$ cat src/rtl/clock_pkg.sv
// Shared BCD types, modulus constants and the two-digit BCD increment helper
// used by the time-of-day counter.
package clock_pkg;

  typedef logic [3:0] bcdDigit_t;

  typedef struct packed {
    bcdDigit_t tens;
    bcdDigit_t units;
  } bcd2_t;

  localparam bcd2_t SEC_MAX  = 8'h59;
  localparam bcd2_t MIN_MAX  = 8'h59;
  localparam bcd2_t HOUR_MAX = 8'h23;

  // Next value of a two-digit BCD count that wraps to 00 after maxVal.
  function automatic bcd2_t bcdInc(bcd2_t v, bcd2_t maxVal);
    bcd2_t r;
    r = v;
    if (v == maxVal) begin
      r = '0;
    end else if (v.units == 4'd9) begin
      r.tens  = v.tens + 4'd1;
      r.units = 4'd0;
    end else begin
      r.units = v.units + 4'd1;
    end
    return r;
  endfunction

endpackage

$ cat src/rtl/time_counter_bcd_if.sv
// Signal bundle between the time-of-day core and its surroundings: the 1 Hz
// input, pause/adjust controls, and the BCD time, tick and chime outputs.
interface time_counter_bcd_if;
  import clock_pkg::*;

  logic  CLK_1HzIn;
  logic  PAUSE;
  logic  ADJ_MIN;
  logic  ADJ_HOUR;
  bcd2_t SEC;
  bcd2_t MIN;
  bcd2_t HOUR;
  logic  SEC_TICK;
  logic  CHIME;

  // Drives the controls and observes the time (divider / buttons / display).
  modport master (
    output CLK_1HzIn, PAUSE, ADJ_MIN, ADJ_HOUR,
    input  SEC, MIN, HOUR, SEC_TICK, CHIME
  );

  // The time-of-day core itself.
  modport slave (
    input  CLK_1HzIn, PAUSE, ADJ_MIN, ADJ_HOUR,
    output SEC, MIN, HOUR, SEC_TICK, CHIME
  );
endinterface

$ cat src/rtl/bcd_mod_counter.sv
// Two-digit BCD counter that wraps to 00 after MAX. carry is a combinational
// pulse asserted when inc arrives while the count sits at MAX, so the next
// stage can step on the same clock edge. clr takes priority over inc.
module bcd_mod_counter
  import clock_pkg::*;
#(
  parameter bcd2_t MAX = SEC_MAX
) (
  input  logic  CLK_50M,
  input  logic  CLR,
  input  logic  inc,
  input  logic  clr,
  output bcd2_t count,
  output logic  carry
);

  assign carry = inc & (count == MAX);

  // Count register: asynchronous reset, synchronous clear, then increment.
  // NOTE: CLR is in the sensitivity list so reset takes effect without a clock edge.
  always_ff @(posedge CLK_50M or posedge CLR) begin
    if (CLR) begin
      count <= '0;
    end else if (clr) begin
      count <= '0;
    end else if (inc) begin
      count <= bcdInc(count, MAX);
    end
  end

endmodule

$ cat src/rtl/time_counter_bcd.sv
// 24-hour BCD time-of-day core. Turns each rising edge of the 1 Hz divider
// output into one second, chains SEC -> MIN -> HOUR carries, and applies
// minute/hour adjust pulses, which take priority over a same-cycle second.
// Optional hourly chime enabled by defining HOURLY_CHIME_EN.
module time_counter_bcd
  import clock_pkg::*;
#(
  parameter int CHIME_SECS = 5
) (
  input logic               CLK_50M,
  input logic               CLR,
  time_counter_bcd_if.slave bus
);

  logic prev;
  logic rise;
  logic tick;
  logic secCarry;
  logic minCarry;
  logic hourStep;
  logic unusedHourCarry;

  assign rise     = bus.CLK_1HzIn & ~prev;
  assign tick     = rise & ~bus.PAUSE & ~bus.ADJ_MIN & ~bus.ADJ_HOUR;
  // Only a counted second may carry into the hours; an ADJ_MIN wrap may not.
  assign hourStep = minCarry & tick;

  // Edge-detect history and the registered one-cycle second pulse.
  // NOTE: non-blocking assignments keep every register sampling pre-edge values.
  always_ff @(posedge CLK_50M or posedge CLR) begin
    if (CLR) begin
      prev         <= 1'b0;
      bus.SEC_TICK <= 1'b0;
    end else begin
      prev         <= bus.CLK_1HzIn;
      bus.SEC_TICK <= tick;
    end
  end

  bcd_mod_counter #(.MAX(SEC_MAX)) u_sec (
    .CLK_50M (CLK_50M),
    .CLR     (CLR),
    .inc     (tick),
    .clr     (bus.ADJ_MIN),
    .count   (bus.SEC),
    .carry   (secCarry)
  );

  bcd_mod_counter #(.MAX(MIN_MAX)) u_min (
    .CLK_50M (CLK_50M),
    .CLR     (CLR),
    .inc     (secCarry | bus.ADJ_MIN),
    .clr     (1'b0),
    .count   (bus.MIN),
    .carry   (minCarry)
  );

  bcd_mod_counter #(.MAX(HOUR_MAX)) u_hour (
    .CLK_50M (CLK_50M),
    .CLR     (CLR),
    .inc     (hourStep | bus.ADJ_HOUR),
    .clr     (1'b0),
    .count   (bus.HOUR),
    .carry   (unusedHourCarry)
  );

`ifdef HOURLY_CHIME_EN
  logic [5:0] chimeCnt;

  // Chime: an hour carry (re)loads the countdown; each later counted second
  // decrements it and CHIME drops on the second that reaches zero.
  always_ff @(posedge CLK_50M or posedge CLR) begin
    if (CLR) begin
      chimeCnt  <= '0;
      bus.CHIME <= 1'b0;
    end else if (hourStep) begin
      chimeCnt  <= CHIME_SECS[5:0];
      bus.CHIME <= 1'b1;
    end else if (tick && bus.CHIME) begin
      chimeCnt <= chimeCnt - 6'd1;
      if (chimeCnt == 6'd1) begin
        bus.CHIME <= 1'b0;
      end
    end
  end
`else
  localparam int unusedChimeSecs = CHIME_SECS;
  assign bus.CHIME = 1'b0;
`endif

endmodule

$ cat src/flat_wrapper.sv
// flat-port wrapper written by rule: the top's interface ports become plain ports
module time_counter_bcd_flat import clock_pkg::*;
#(
  parameter int CHIME_SECS = 5
)
  (CLK_50M, CLR, bus_CLK_1HzIn, bus_PAUSE, bus_ADJ_MIN, bus_ADJ_HOUR, bus_SEC, bus_MIN, bus_HOUR, bus_SEC_TICK, bus_CHIME);
  time_counter_bcd_if bus_i ();
  input logic CLK_50M;
  input logic CLR;
  input wire logic [$bits(bus_i.CLK_1HzIn)-1:0] bus_CLK_1HzIn;
  input wire logic [$bits(bus_i.PAUSE)-1:0] bus_PAUSE;
  input wire logic [$bits(bus_i.ADJ_MIN)-1:0] bus_ADJ_MIN;
  input wire logic [$bits(bus_i.ADJ_HOUR)-1:0] bus_ADJ_HOUR;
  output wire logic [$bits(bus_i.SEC)-1:0] bus_SEC;
  output wire logic [$bits(bus_i.MIN)-1:0] bus_MIN;
  output wire logic [$bits(bus_i.HOUR)-1:0] bus_HOUR;
  output wire logic [$bits(bus_i.SEC_TICK)-1:0] bus_SEC_TICK;
  output wire logic [$bits(bus_i.CHIME)-1:0] bus_CHIME;
  assign bus_i.CLK_1HzIn = bus_CLK_1HzIn;
  assign bus_i.PAUSE = bus_PAUSE;
  assign bus_i.ADJ_MIN = bus_ADJ_MIN;
  assign bus_i.ADJ_HOUR = bus_ADJ_HOUR;
  assign bus_SEC = bus_i.SEC;
  assign bus_MIN = bus_i.MIN;
  assign bus_HOUR = bus_i.HOUR;
  assign bus_SEC_TICK = bus_i.SEC_TICK;
  assign bus_CHIME = bus_i.CHIME;
  time_counter_bcd #(.CHIME_SECS(CHIME_SECS)) u_core (.CLK_50M(CLK_50M), .CLR(CLR), .bus(bus_i));
endmodule
$ cat config.mk
export PLATFORM = sky130hd
export DESIGN_NAME = time_counter_bcd_flat
export DESIGN_NICKNAME = d
export VERILOG_FILES = /design/src/rtl/clock_pkg.sv /design/src/rtl/time_counter_bcd_if.sv /design/src/rtl/bcd_mod_counter.sv /design/src/rtl/time_counter_bcd.sv /design/src/flat_wrapper.sv
export SDC_FILE = /design/constraint.sdc
export NUM_CORES = 1
export LEC_CHECK = 0
export BUFFER_PORTS_ARGS = -buffer_cell sky130_fd_sc_hd__buf_2
export CAP_MARGIN = 10
export CORE_ASPECT_RATIO = 1.1
export CORE_UTILIZATION = 45
export DETAILED_ROUTE_END_ITERATION = 7
export GPL_ROUTABILITY_DRIVEN = 1
export HOLD_SLACK_MARGIN = 0.05
export PLACE_DENSITY = 0.68
export SETUP_SLACK_MARGIN = 0.02
export SYNTH_ARGS = -nofsm -noshare
export SYNTH_HDL_FRONTEND = slang
export SYNTH_SLANG_ARGS = --single-unit
$ cat constraint.sdc
create_clock -name CLK_50M -period 4.1 [get_ports CLK_50M]
set_input_delay 0.41 -clock CLK_50M [delete_from_list [all_inputs] [get_ports CLK_50M]]
set_output_delay 0.41 -clock CLK_50M [all_outputs]
set_load 0.05 [all_outputs]
==> flow_metrics.tcl <==
set metrics [dict create \
    cts_tree "yes" \
    final.setup.worst_slack_ps 2070 \
    cp.arrival_ps 2300 \
    synth_nets 166 \
    hp-class "input pin to flop" \
    grtUsageTotal_pct 18.32 \
    postSynthCellCount 148 \
    dp_hpwl_mm 2.113 \
    grt_pass1_vias 1091 \
    start_kind "flop" \
    io_pins 32 \
    grt_max_degree 27 \
    final_core_util_pct 53.64 \
    ys_seq_area_share_pct 44.67 \
    worst-setup-path-type "flop to flop" \
    drt_iter0_drc 36 \
    antenna_found_initial 0 \
    hold_start "bus_CLK_1HzIn" \
    cpPeakStageDelay_ps 550 \
    clock-sinks 26 \
    min_delay_worst_endpoint "u_core.prev$_DFF_PP0_" \
    htreeDepth 1 \
    r2r-end "u_core.u_hour.count[6]$_DFFE_PP0P_" \
    maxCapViolCount 0 \
    min_period_ps 2030 \
    port_buffers 30 \
    fin_cells 211 \
    die_y_um 61.67 \
    maxSlewViolCount 0 \
    start_util_pct 47.37 \
    vias 1181 \
    async_reset_ff_share_pct 100.0 \
    holdWs_ps 228.8 \
    cts-resized-gates 0 \
    ctsHoldBuffers 0 \
    routedWlPerCell_um 13.32 \
    yosys_warnings 0 \
    avgSynthCellArea_um2 9.841 \
    slew_headroom_pct 35.84 \
    setup_viol 0 \
    worstPathMaxFanout 15 \
    drt_wl_total_mm 2.811 \
    worstMarginPinSlew_ps 961.4 \
    synth-edff-count 0 \
    die_area_um2 3468 \
    multi_input_comb_area_um2 745.7 \
    ff_latch_area_um2 650.6 \
    fin_skew_ps 8.510 \
    antenna_cells 0 \
    core_um2 3074 \
    cts.reportedPaths.clkPinSlew_ps 140 \
    cts-root-buf "clkbuf_4" \
    holdPathStages 1 \
    vdd_drop_max_v 0.0004653 \
    drc 0 \
    synth_cell_types 34 \
    via_per_inst 5.597 \
    r2r_setup_slack_ps 2070 \
    first_pass_iters 4 \
    area_delta_synth_final_pct 13.23 \
    fp.dieW_um 56.24 \
    grt_pass1_wl_mm 4.892 \
    final_common_cell "buf_2" \
    cts_buffers 3 \
    crit_chain "inv_1, ha_1, and3b_1, and3_4, a41oi_4, or4_1, nand2_1" \
    required_ps 4370 \
    fp-row-count 21 \
    tns_ps 0 \
    power.density_nw_per_um2 649.2 \
    end_kind "flop" \
    ys_ff_latch 26 \
    drive_above_1_share_pct 23.16 \
    fmax_mhz 492.5 \
    nets 197 \
    fill_cells 298 \
    final_cell_mix "buf_2, dfrtp_1, nand2_1" \
    slowest_stage "or4_1" \
    clk_latency_ps 310 \
    dpl.cell_count 208 \
    overflow 0 \
    postCtsSetupBuffers 0 \
    status "completed" \
    dp_slack_ps 2095 \
    synthesis.area_um2 1456 \
    worst-r2r-cell-count 7 \
    finalCritPeriodShare_pct 49.52 \
    ant_nets 0 \
    leakagePower_uw 0.0008010 \
    reg2reg_from "u_core.u_sec.count[1]$_DFFE_PP0P_" \
    place.gp.congestion 0.8551 \
    hold_viol_final 0 \
    ys.flop_type "dfrtp_1" \
    clock_path_buffers 2 \
    rsz0062_at_grt "false" \
]
routing by layer:
metal	global-route usage (%)	wire length, µm
met3	1.891	68
met4	6.620	32
met5	0	0
met2	35.03	1474
met1	21.80	1235
cell usage after synthesis, types with 2 or more instances:
cell type  number  area [µm²]
mux2_2          3       33.78
o41ai_1         3       26.28
a21oi_1         5       25.02
nor2_1         11       41.29
o21ai_0        14       70.07
inv_1          10       37.54
dfrtp_1        26       650.6
or4_1           2       15.01
and3b_1         3       26.28
o31ai_1         4       30.03
nand2b_1        2       12.51
nand3_1         8       40.04
ha_1           12       150.1
and2_1          2       12.51
xnor2_1         2       17.52
nor2b_1         2       12.51
or3_1           4       25.02
nand2_1        17       63.81
buf_2           3       15.01
sequential cells by signal (all words and copies together), names as in the netlist:
register and cells:
u_core.u_hour.count 8, u_core.u_sec.count 8, u_core.bus.SEC_TICK 1, u_core.u_min.count 8, u_core.prev 1
metrics by stage:
stage | power (µW) | instance area [µm²]
finish | 1071 | 1649
global route | 1158 | 1649
CTS | 1082 | 1649
detailed placement | 974.7 | 1627
global placement | 956.2 | 1627
floorplan | 840.5 | 1456
worst max-delay path by stage:
| stage | startpoint | cells past startpoint | slack, ps | end |
|---|---|---|---|---|
| 5_1_grt | u_core.u_sec.count[1]$_DFFE_PP0P_ | 7 | 1910 | u_core.u_hour.count[6]$_DFFE_PP0P_ |
| 2_1_floorplan | u_core.u_sec.count[0]$_DFFE_PP0P_ | 7 | 1980 | u_core.u_hour.count[7]$_DFFE_PP0P_ |
| 3_5_place_dp | u_core.u_sec.count[1]$_DFFE_PP0P_ | 7 | 2100 | u_core.u_hour.count[6]$_DFFE_PP0P_ |
| 3_3_place_gp | u_core.u_sec.count[1]$_DFFE_PP0P_ | 7 | 2150 | u_core.u_hour.count[6]$_DFFE_PP0P_ |
| 6_report | u_core.u_sec.count[1]$_DFFE_PP0P_ | 7 | 2070 | u_core.u_hour.count[6]$_DFFE_PP0P_ |
| 4_1_cts | u_core.u_sec.count[1]$_DFFE_PP0P_ | 7 | 2070 | u_core.u_hour.count[6]$_DFFE_PP0P_ |
worst max-delay path: cells and delay by family, from the launching register on:
family	cells	cell delay [ps]
and+or+nand+nor	4	1110
AOI/OAI and AO/OA	1	200
DFF	1	430
buffers and inverters	1	90
adders and majority gates	1	160
power breakdown:
part / switching [µW] / leakage, µW / total (µW) / internal [µW]
clock network: 71.6 / 0.0000138 / 106 / 34.3
registers: 98.5 / 0.000334 / 428 / 329
logic: 391 / 0.000453 / 537 / 146
logic make-up after synthesis:
logic type                 after synthesis  synth area share, %
other                                    1               0.2575
DFF                                     26                44.67
buffers and inverters                   14                4.124
muxes                                    4                3.007
and+or+nand+nor                         58                21.82
xor gates and xnor gates                 2                1.203
AOI/OAI and AO/OA                       31                14.61
adders and majority gates               12                10.31
cell type report:
cell class                 instances  area share (%)
clock buffer                       3           1.366
sequential                        26           39.45
multi-input combinational        108           45.22
inverter                          10           2.276
timing repair buffer              30           9.105
tap                               34           2.580
No activity file was read; power rests on OpenSTA's default activity.
